[config.mk]
export PLATFORM = sky130hd
export DESIGN_NAME = mem_bus_arbiter
export DESIGN_NICKNAME = d
export VERILOG_FILES = /design/src/rtl/mem_bus_arbiter.sv
export SDC_FILE = /design/constraint.sdc
export NUM_CORES = 1
export LEC_CHECK = 0
export ABC_CLOCK_PERIOD_IN_PS = 4300
export BUFFER_PORTS_ARGS = -buffer_cell sky130_fd_sc_hd__buf_2
export CORE_AREA = 2 2 107 109
export CTS_CLUSTER_SIZE = 25
export DETAILED_ROUTE_END_ITERATION = 10
export DIE_AREA = 0 0 109 111
export PLACE_DENSITY_LB_ADDON = 0.2
export SYNTH_ARGS = -nofsm -noshare
export SYNTH_HDL_FRONTEND = slang
export SYNTH_SLANG_ARGS = --single-unit
[constraint.sdc]
create_clock -name clk -period 4.3 [get_ports clk]
set_input_delay 0.215 -clock clk [delete_from_list [all_inputs] [get_ports clk]]
set_output_delay 0.215 -clock clk [all_outputs]
set_load 0.01 [all_outputs]
[src/rtl/mem_bus_arbiter.sv]
// Arbitrates one req/ack memory bus between the data port (priority) and the fetch port,
// with a burst counter that caps how long a waiting fetch can be starved.
module mem_bus_arbiter #(
    parameter int unsigned MAX_D_BURST = 4
) (
    input  logic        clk,
    input  logic        rst,
    input  logic        d_re,
    input  logic        d_we,
    input  logic [31:0] d_addr,
    input  logic [31:0] d_wdata,
    input  logic [3:0]  d_mask,
    output logic [31:0] d_rdata,
    output logic        d_ready,
    input  logic        i_re,
    input  logic [31:0] i_addr,
    output logic [31:0] i_rdata,
    output logic        i_ready,
    input  logic        flush,
    output logic        bus_req,
    output logic        bus_we,
    output logic [31:0] bus_addr,
    output logic [31:0] bus_wdata,
    output logic [3:0]  bus_mask,
    input  logic [31:0] bus_rdata,
    input  logic        bus_ack,
    output logic        stall_o
);

    typedef enum logic [2:0] {
        IDLE   = 3'd0,
        BUS_D  = 3'd1,
        BUS_I  = 3'd2,
        DONE_D = 3'd3,
        DONE_I = 3'd4
    } state_t;

    localparam logic [3:0] MAX_CNT = 4'(MAX_D_BURST);

    state_t      state_q, state_d;
    logic        bus_req_q, bus_req_d;
    logic        bus_we_q, bus_we_d;
    logic [31:0] bus_addr_q, bus_addr_d;
    logic [31:0] bus_wdata_q, bus_wdata_d;
    logic [3:0]  bus_mask_q, bus_mask_d;
    logic [31:0] hold_q, hold_d;
    logic [3:0]  cnt_q, cnt_d;
    logic        flush_seen_q, flush_seen_d;
    logic        d_pend;

    assign d_pend = d_re | d_we;

    always_comb begin
        state_d      = state_q;
        bus_req_d    = bus_req_q;
        bus_we_d     = bus_we_q;
        bus_addr_d   = bus_addr_q;
        bus_wdata_d  = bus_wdata_q;
        bus_mask_d   = bus_mask_q;
        hold_d       = hold_q;
        cnt_d        = cnt_q;
        flush_seen_d = flush_seen_q;
        case (state_q)
            IDLE: begin
                if (d_pend && (!i_re || (cnt_q < MAX_CNT))) begin
                    state_d     = BUS_D;
                    bus_req_d   = 1'b1;
                    bus_we_d    = d_we;
                    bus_addr_d  = d_addr;
                    bus_wdata_d = d_wdata;
                    bus_mask_d  = d_mask;
                    if (i_re)
                        cnt_d = (cnt_q == MAX_CNT) ? cnt_q : cnt_q + 4'd1;
                    else
                        cnt_d = 4'd0;
                end else if (i_re && !flush) begin
                    state_d      = BUS_I;
                    bus_req_d    = 1'b1;
                    bus_we_d     = 1'b0;
                    bus_addr_d   = i_addr;
                    bus_wdata_d  = 32'd0;
                    bus_mask_d   = 4'b1111;
                    cnt_d        = 4'd0;
                    flush_seen_d = 1'b0;
                end
            end
            BUS_D: begin
                if (bus_ack) begin
                    state_d   = DONE_D;
                    bus_req_d = 1'b0;
                    hold_d    = bus_rdata;
                end
            end
            BUS_I: begin
                // A flush anywhere in the access cancels its completion, even in the ack cycle
                flush_seen_d = flush_seen_q | flush;
                if (bus_ack) begin
                    bus_req_d = 1'b0;
                    hold_d    = bus_rdata;
                    state_d   = (flush_seen_q | flush) ? IDLE : DONE_I;
                end
            end
            DONE_D, DONE_I: state_d = IDLE;
            default:        state_d = IDLE;
        endcase
    end

    always_ff @(posedge clk) begin
        if (rst) begin
            state_q      <= IDLE;
            bus_req_q    <= 1'b0;
            bus_we_q     <= 1'b0;
            bus_addr_q   <= 32'd0;
            bus_wdata_q  <= 32'd0;
            bus_mask_q   <= 4'd0;
            hold_q       <= 32'd0;
            cnt_q        <= 4'd0;
            flush_seen_q <= 1'b0;
        end else begin
            state_q      <= state_d;
            bus_req_q    <= bus_req_d;
            bus_we_q     <= bus_we_d;
            bus_addr_q   <= bus_addr_d;
            bus_wdata_q  <= bus_wdata_d;
            bus_mask_q   <= bus_mask_d;
            hold_q       <= hold_d;
            cnt_q        <= cnt_d;
            flush_seen_q <= flush_seen_d;
        end
    end

    assign bus_req   = bus_req_q;
    assign bus_we    = bus_we_q;
    assign bus_addr  = bus_addr_q;
    assign bus_wdata = bus_wdata_q;
    assign bus_mask  = bus_mask_q;
    assign d_rdata   = hold_q;
    assign i_rdata   = hold_q;
    assign d_ready   = (state_q == DONE_D);
    assign i_ready   = (state_q == DONE_I) && !flush;
    assign stall_o   = (d_pend | (i_re & ~flush)) & ~(d_ready | i_ready);

endmodule

### Word level (Yosys, flattened, before mapping)

Index checks and enable logic that the tools add are counted.

| storage, ports and cells | value |
|---|---|
| register bits | 110 |
| bits of input ports | 139 |
| output and inout port bits | 137 |

| cells by class | value |
|---|---|
| add/sub/neg operators | 1 |
| $lt $le $gt $ge | 1 |
| equality and inequality tests | 12 |
| mux-type cells | 24 |
| bitwise logic cells | 8 |
| reductions and logical operators | 17 |

Operators by type and width:

| cell | number |
|---|---|
| 2-to-1 mux 32 bit | 4 |
| 2-to-1 mux 4 bit | 6 |
| 2-to-1 mux 3 bit | 5 |
| AND reduction 3 bit | 4 |
| case mux 3 bit (3 select lines) | 1 |
| inequality test 2 bit (second input constant) | 4 |
| == test 3 x 2 -> 1 bit (second input constant) | 2 |
| 2-to-1 mux 1 bit | 6 |
| inequality test 3 bit (second input constant) | 2 |
| nonzero test 2 bit | 3 |
| adder 4 x 1 -> 4 bit (second input constant) | 1 |
| == test 4 x 3 -> 1 bit (second input constant) | 1 |
| < comparator 4 x 3 -> 1 bit (second input constant) | 1 |
| OR 1 bit | 4 |
| case mux 1 bit (2 select lines) | 2 |
| AND reduction 2 bit | 2 |
| == test 3 x 1 -> 1 bit (second input constant) | 1 |
| == test 3 bit (second input constant) | 1 |
| logical AND 1 bit | 3 |
| zero test 3 bit | 1 |
| AND 1 bit | 2 |
| zero test 1 bit | 2 |
| inequality test 2 x 1 -> 1 bit (second input constant) | 1 |
| NOT 1 bit | 2 |
| other kinds (2) | 2 |

### Longest topological paths before layout

| logic depth | value |
|---|---|
| depth after elaboration | 5 |
| mapped depth | 7 |
| gate-level depth less buffers | 4 |

### Worst setup path before layout

OpenSTA, ideal clock, no wires.

| path | value |
|---|---|
| kind | reg-to-reg |
| start point | register state_q[2] |
| end point | register bus_addr_q[1], in the netlist bus_addr[1] |
| setup time | 0.119 ns |
| arrival time | 1.384 ns |
| setup slack | 2.798 ns |
| cell stages (with the launch flop) | 7 |
| buffers on the path | 2 |
| clock period less this slack | 1.502 ns |
| cell sequence | dfxtp_1 -> buf_4 -> nor3_4 -> o311a_2 -> buf_4 -> a21oi_1 -> o221a_2 |

| on the way | value |
|---|---|
| word-level cells in the longest chain between the ends | 2 |

Ends and longest elaborated chain:

| what | line | RTL |
|---|---|---|
| from (decl) | 40 | `state_t state_q, state_d;` |
| from (signal assigned) | 120 | `state_q <= state_d;` |
| zero test 3 bit | 63 | `case (state_q)` |
| AND reduction 2 bit (no source line) | -- |  |
| to (signal assigned) | 123 | `bus_addr_q <= bus_addr_d;` |
| to (decl) | 43 | `logic [31:0] bus_addr_q, bus_addr_d;` |

No other way between the ends.
A chain may end at the register's enable or synchronous reset.

### Worst setup path after layout

| path | value |
|---|---|
| start point | register state_q[0] |
| end point | register hold_q[27], in the netlist d_rdata[27] |

| on the way | value |
|---|---|
| word-level cells in the longest chain between the ends | 3 |
| elaborated cells between the ends (all ways) | 4 |

Ends and longest elaborated chain:

| what | line | RTL |
|---|---|---|
| == test 3 x 2 -> 1 bit / == test 3 x 1 -> 1 bit (equally long branches) | 63 |  |
| OR reduction 2 bit (no source line) (*) | -- |  |
| AND reduction 2 bit (no source line) (*) | -- |  |
| to (signal assigned) | 126 | `hold_q <= hold_d;` |
| to (decl) | 46 | `logic [31:0] hold_q, hold_d;` |

Mark *: on every way between the ends. The rest lies on a longest branch, timed or not.

==> metrics.txt <==
# TYPE chip_impl_metric gauge
chip_impl_metric{name="finalCoreUtilization",unit=""} 0.525
chip_impl_metric{name="cts_buffers",unit=""} 9
chip_impl_metric{name="critical_path_arrival",unit="ns"} 2.37
chip_impl_metric{name="worst_slew_margin_rel",unit=""} 0.172
chip_impl_info{name="timing.critical_path.max_delay_family",value="simple AND/OR/NAND/NOR gates"} 1
chip_impl_metric{name="synth.net_count",unit=""} 593
chip_impl_metric{name="r2r_slack",unit="ns"} 2.13
chip_impl_metric{name="drt-wirelength-per-cell",unit="um"} 14.2
chip_impl_info{name="hold_path.class",value="primary input to flop"} 1
chip_impl_info{name="synth_top_flop_cell",value="sky130_fd_sc_hd__dfxtp_1"} 1
chip_impl_metric{name="placement.io_buffers",unit=""} 275
chip_impl_metric{name="ant_nets",unit=""} 0
chip_impl_info{name="cp-endpoint",value="d_rdata[27]$_SDFFE_PP0P_"} 1
chip_impl_metric{name="final.setup_skew",unit="ns"} 0.00832
chip_impl_metric{name="placementRows",unit=""} 39
chip_impl_metric{name="fraction_of_layout_cells_with_a_size_suffix_above_1",unit=""} 0.456
chip_impl_metric{name="post_synth_num_cell_types",unit=""} 39
chip_impl_metric{name="io_pins",unit=""} 276
chip_impl_info{name="slowest_stage",value="sky130_fd_sc_hd__nand3b_1"} 1
chip_impl_metric{name="die-area",unit="sq um"} 12100
chip_impl_metric{name="ctsHoldBuffers",unit=""} 0
chip_impl_metric{name="drc",unit=""} 0
chip_impl_info{name="worstReg2RegStart",value="state_q[0]$_SDFFE_PP0P_"} 1
chip_impl_metric{name="timing.hold.ws",unit="ns"} 0.0871
chip_impl_metric{name="ctsLongestPathBuffers",unit=""} 2
chip_impl_metric{name="max-cap-violations",unit=""} 0
chip_impl_metric{name="cp_data_required_time",unit="ns"} 4.51
chip_impl_metric{name="finalWeightedCongestion",unit=""} 0.810
chip_impl_metric{name="yosys_warnings",unit=""} 0
chip_impl_metric{name="min_period_over_period",unit=""} 0.504
chip_impl_metric{name="timing.hold.worst_path_depth",unit=""} 2
chip_impl_metric{name="critical_path_depth",unit=""} 4
chip_impl_metric{name="drt-total-wl",unit="um"} 11700
chip_impl_metric{name="dpl.hpwl",unit="um"} 8470
chip_impl_metric{name="grt_pass1_wl",unit="um"} 18000
chip_impl_metric{name="globalRouteOverflowTotal",unit=""} 0
chip_impl_metric{name="route.vias.total",unit=""} 4025
chip_impl_info{name="cts_tree",value="built"} 1
chip_impl_metric{name="mappedNetlistArea",unit="sq um"} 4390
chip_impl_metric{name="grt_pass1_vias",unit=""} 3660
chip_impl_metric{name="area_added_between_synthesis_and_finish",unit="%"} 32.4
chip_impl_info{name="cp-end-kind",value="flop"} 1
chip_impl_metric{name="cts-resized-gates",unit=""} 0
chip_impl_metric{name="worstMarginPinSlew",unit="ns"} 1.24
chip_impl_metric{name="syn_avg_cell_area",unit="sq um"} 9.72
chip_impl_metric{name="post_cts_buffers",unit=""} 0
chip_impl_metric{name="start_util",unit=""} 0.397
chip_impl_info{name="grt_setup_unrepaired",value="no"} 1
chip_impl_metric{name="synth_cells",unit=""} 452
chip_impl_metric{name="synth-edff-count",unit=""} 0
chip_impl_metric{name="chipWidth",unit="um"} 109
chip_impl_metric{name="setup_viol_count_final",unit=""} 0
chip_impl_metric{name="postSynth.asyncResetShare",unit=""} 0
chip_impl_metric{name="clk-insertion-delay-late",unit="ns"} 0.34
chip_impl_metric{name="synth.yosys.seq_area_share",unit=""} 0.501
chip_impl_info{name="clk_root_buffer_cell",value="sky130_fd_sc_hd__clkbuf_16"} 1
chip_impl_metric{name="antenna_cells",unit=""} 0
chip_impl_metric{name="grt_usage",unit=""} 0.188
chip_impl_metric{name="core_region_area",unit="sq um"} 11100
chip_impl_metric{name="p_per_area",unit="nW/um^2"} 439
chip_impl_metric{name="power.ir.vdd_worst",unit="V"} 0.000235
chip_impl_metric{name="worstPathMaxFanout",unit=""} 32
chip_impl_info{name="cp-start-kind",value="flop"} 1
chip_impl_info{name="worst_r2r_endpoint",value="d_rdata[27]$_SDFFE_PP0P_"} 1
chip_impl_metric{name="p_leak",unit="nW"} 3.00
chip_impl_metric{name="layout_min_cycle_time",unit="ns"} 2.17
chip_impl_metric{name="grt_antenna_before_repair",unit=""} 0
chip_impl_info{name="critical_path.cell_chain",value="xor2_1 > nand3b_1 > nand2_1 > a21oi_1"} 1
chip_impl_metric{name="hold_viol_final",unit=""} 0
chip_impl_metric{name="drt-pass1-iter-count",unit=""} 4
chip_impl_info{name="outcome",value="complete, no violations"} 1
chip_impl_metric{name="worstPathBufferInverterCount",unit=""} 0
chip_impl_metric{name="max_clock_freq",unit="MHz"} 462
chip_impl_info{name="timing.critical_path.from",value="state_q[0]$_SDFFE_PP0P_"} 1
chip_impl_metric{name="maxSlewViolCount",unit=""} 0
chip_impl_metric{name="worst-r2r-cell-count",unit=""} 4
chip_impl_metric{name="dr.first_iter.drc_count",unit=""} 210
chip_impl_metric{name="cts_h_tree_lvls",unit=""} 3
chip_impl_metric{name="sum_of_negative_setup_slack",unit="ns"} 0
chip_impl_metric{name="ys_ff_latch",unit=""} 110
chip_impl_metric{name="path_clk_slew",unit="ns"} 0.07
chip_impl_metric{name="cts.sink_count",unit=""} 110
chip_impl_metric{name="layout.nets",unit=""} 814
chip_impl_metric{name="detailed_route_vias_per_instance",unit=""} 4.90
chip_impl_metric{name="grt_start_max_net_pins",unit=""} 49
chip_impl_info{name="path_class",value="flop to flop"} 1
chip_impl_metric{name="cpPeakStageDelay",unit="ns"} 0.85
chip_impl_metric{name="die_height",unit="um"} 111
cells by family after synthesis:
| group | synth area share |
|---|---|
| buffers and inverters | 0.132 |
| multiplexers | 0.00256 |
| AO/OA/AOI/OAI | 0.260 |
| AND/OR/NAND/NOR | 0.0960 |
| adder cells (fa/ha/maj) | 0.00570 |
| XOR/XNOR | 0.00199 |
| flip-flops | 0.501 |
per-stage QoR:
step / area (sq um) / total power, W / instances / setup slack, ns
global route: 5810 / 0.00269 / 821 / 1.87
CTS: 5810 / 0.00258 / 821 / 2.16
floorplan: 4390 / 0.00155 / 452 / 2.80
global placement: 5510 / 0.00172 / 805 / 2.25
finish: 5810 / 0.00255 / 821 / 2.13
detailed placement: 5510 / 0.00173 / 805 / 2.18
area by class of cell:
class                   instances  area, sq um
flip-flops and latches        110         2200
clock inverters                 5         56.3
repair buffers                276         1380
well taps                     143          179
fillers                      1066         5260
multi-input cells             241         1610
clock buffers                  11          253
inverters                      35          131
synthesized netlist by cell type (3+ instances only):
library cell | count | share of area
sky130_fd_sc_hd__nor4_1 | 3 | 0.0043
sky130_fd_sc_hd__inv_1 | 35 | 0.030
sky130_fd_sc_hd__clkbuf_1 | 11 | 0.0094
sky130_fd_sc_hd__buf_4 | 36 | 0.062
sky130_fd_sc_hd__dfxtp_1 | 110 | 0.50
sky130_fd_sc_hd__nand2_1 | 67 | 0.057
sky130_fd_sc_hd__buf_6 | 7 | 0.018
sky130_fd_sc_hd__a21oi_1 | 67 | 0.076
sky130_fd_sc_hd__o221a_1 | 29 | 0.074
sky130_fd_sc_hd__a22o_1 | 34 | 0.068
sky130_fd_sc_hd__buf_2 | 12 | 0.014
sky130_fd_sc_hd__o221a_2 | 7 | 0.018
sky130_fd_sc_hd__nor2_1 | 4 | 0.0034
registers in the layout, summed over array words and instances, names as in the netlist:
signal        count
cnt_q             4
d_rdata          32
state_q           3
bus_we            1
bus_wdata        32
flush_seen_q      1
bus_req           1
bus_mask          4
bus_addr         32
metal layers:
metal | track usage | wire length [um]
met1 | 0.224 | 4770
met2 | 0.318 | 5640
met3 | 0.0453 | 1010
met4 | 0.0786 | 276
met5 | 0 | 0
report_power, final:
group | total [W] | leakage [nW] | internal, W | switching [W]
registers | 0.00119 | 0.905 | 0.00113 | 0.0000663
clock network | 0.000843 | 0.152 | 0.000484 | 0.000360
logic | 0.000514 | 1.94 | 0.000231 | 0.000283
total | 0.00255 | 3.00 | 0.00184 | 0.000709
how the worst min path moves through the flow:
stage | start | end | slack [ns]
3_5_place_dp | d_wdata[14] | bus_wdata[14]$_SDFFE_PP0P_ | 0.43
6_report | d_wdata[7] | bus_wdata[7]$_SDFFE_PP0P_ | 0.09
2_1_floorplan | flush | state_q[2]$_SDFFE_PP0P_ | 0.29
4_1_cts | d_wdata[5] | bus_wdata[5]$_SDFFE_PP0P_ | 0.07
5_1_grt | d_wdata[5] | bus_wdata[5]$_SDFFE_PP0P_ | 0.08
3_3_place_gp | d_wdata[9] | bus_wdata[9]$_SDFFE_PP0P_ | 0.43
layout by cell type (no fill, tap or decap), types with 2 or more instances in the layout:
cell type                   count
sky130_fd_sc_hd__clkbuf_16      9
sky130_fd_sc_hd__inv_1         35
sky130_fd_sc_hd__clkbuf_8       2
sky130_fd_sc_hd__o221a_1       29
sky130_fd_sc_hd__nor2_1         4
sky130_fd_sc_hd__o221a_2        7
sky130_fd_sc_hd__ha_1           2
sky130_fd_sc_hd__a22o_1        34
sky130_fd_sc_hd__buf_2        275
sky130_fd_sc_hd__dfxtp_1      110
sky130_fd_sc_hd__nor2b_1        2
sky130_fd_sc_hd__a21oi_1       67
sky130_fd_sc_hd__nor3_1         2
sky130_fd_sc_hd__nand2_1       67
sky130_fd_sc_hd__nor4_1         3
sky130_fd_sc_hd__a21o_1         2
sky130_fd_sc_hd__clkinv_2       2
Power figures use the tool's default switching activity.
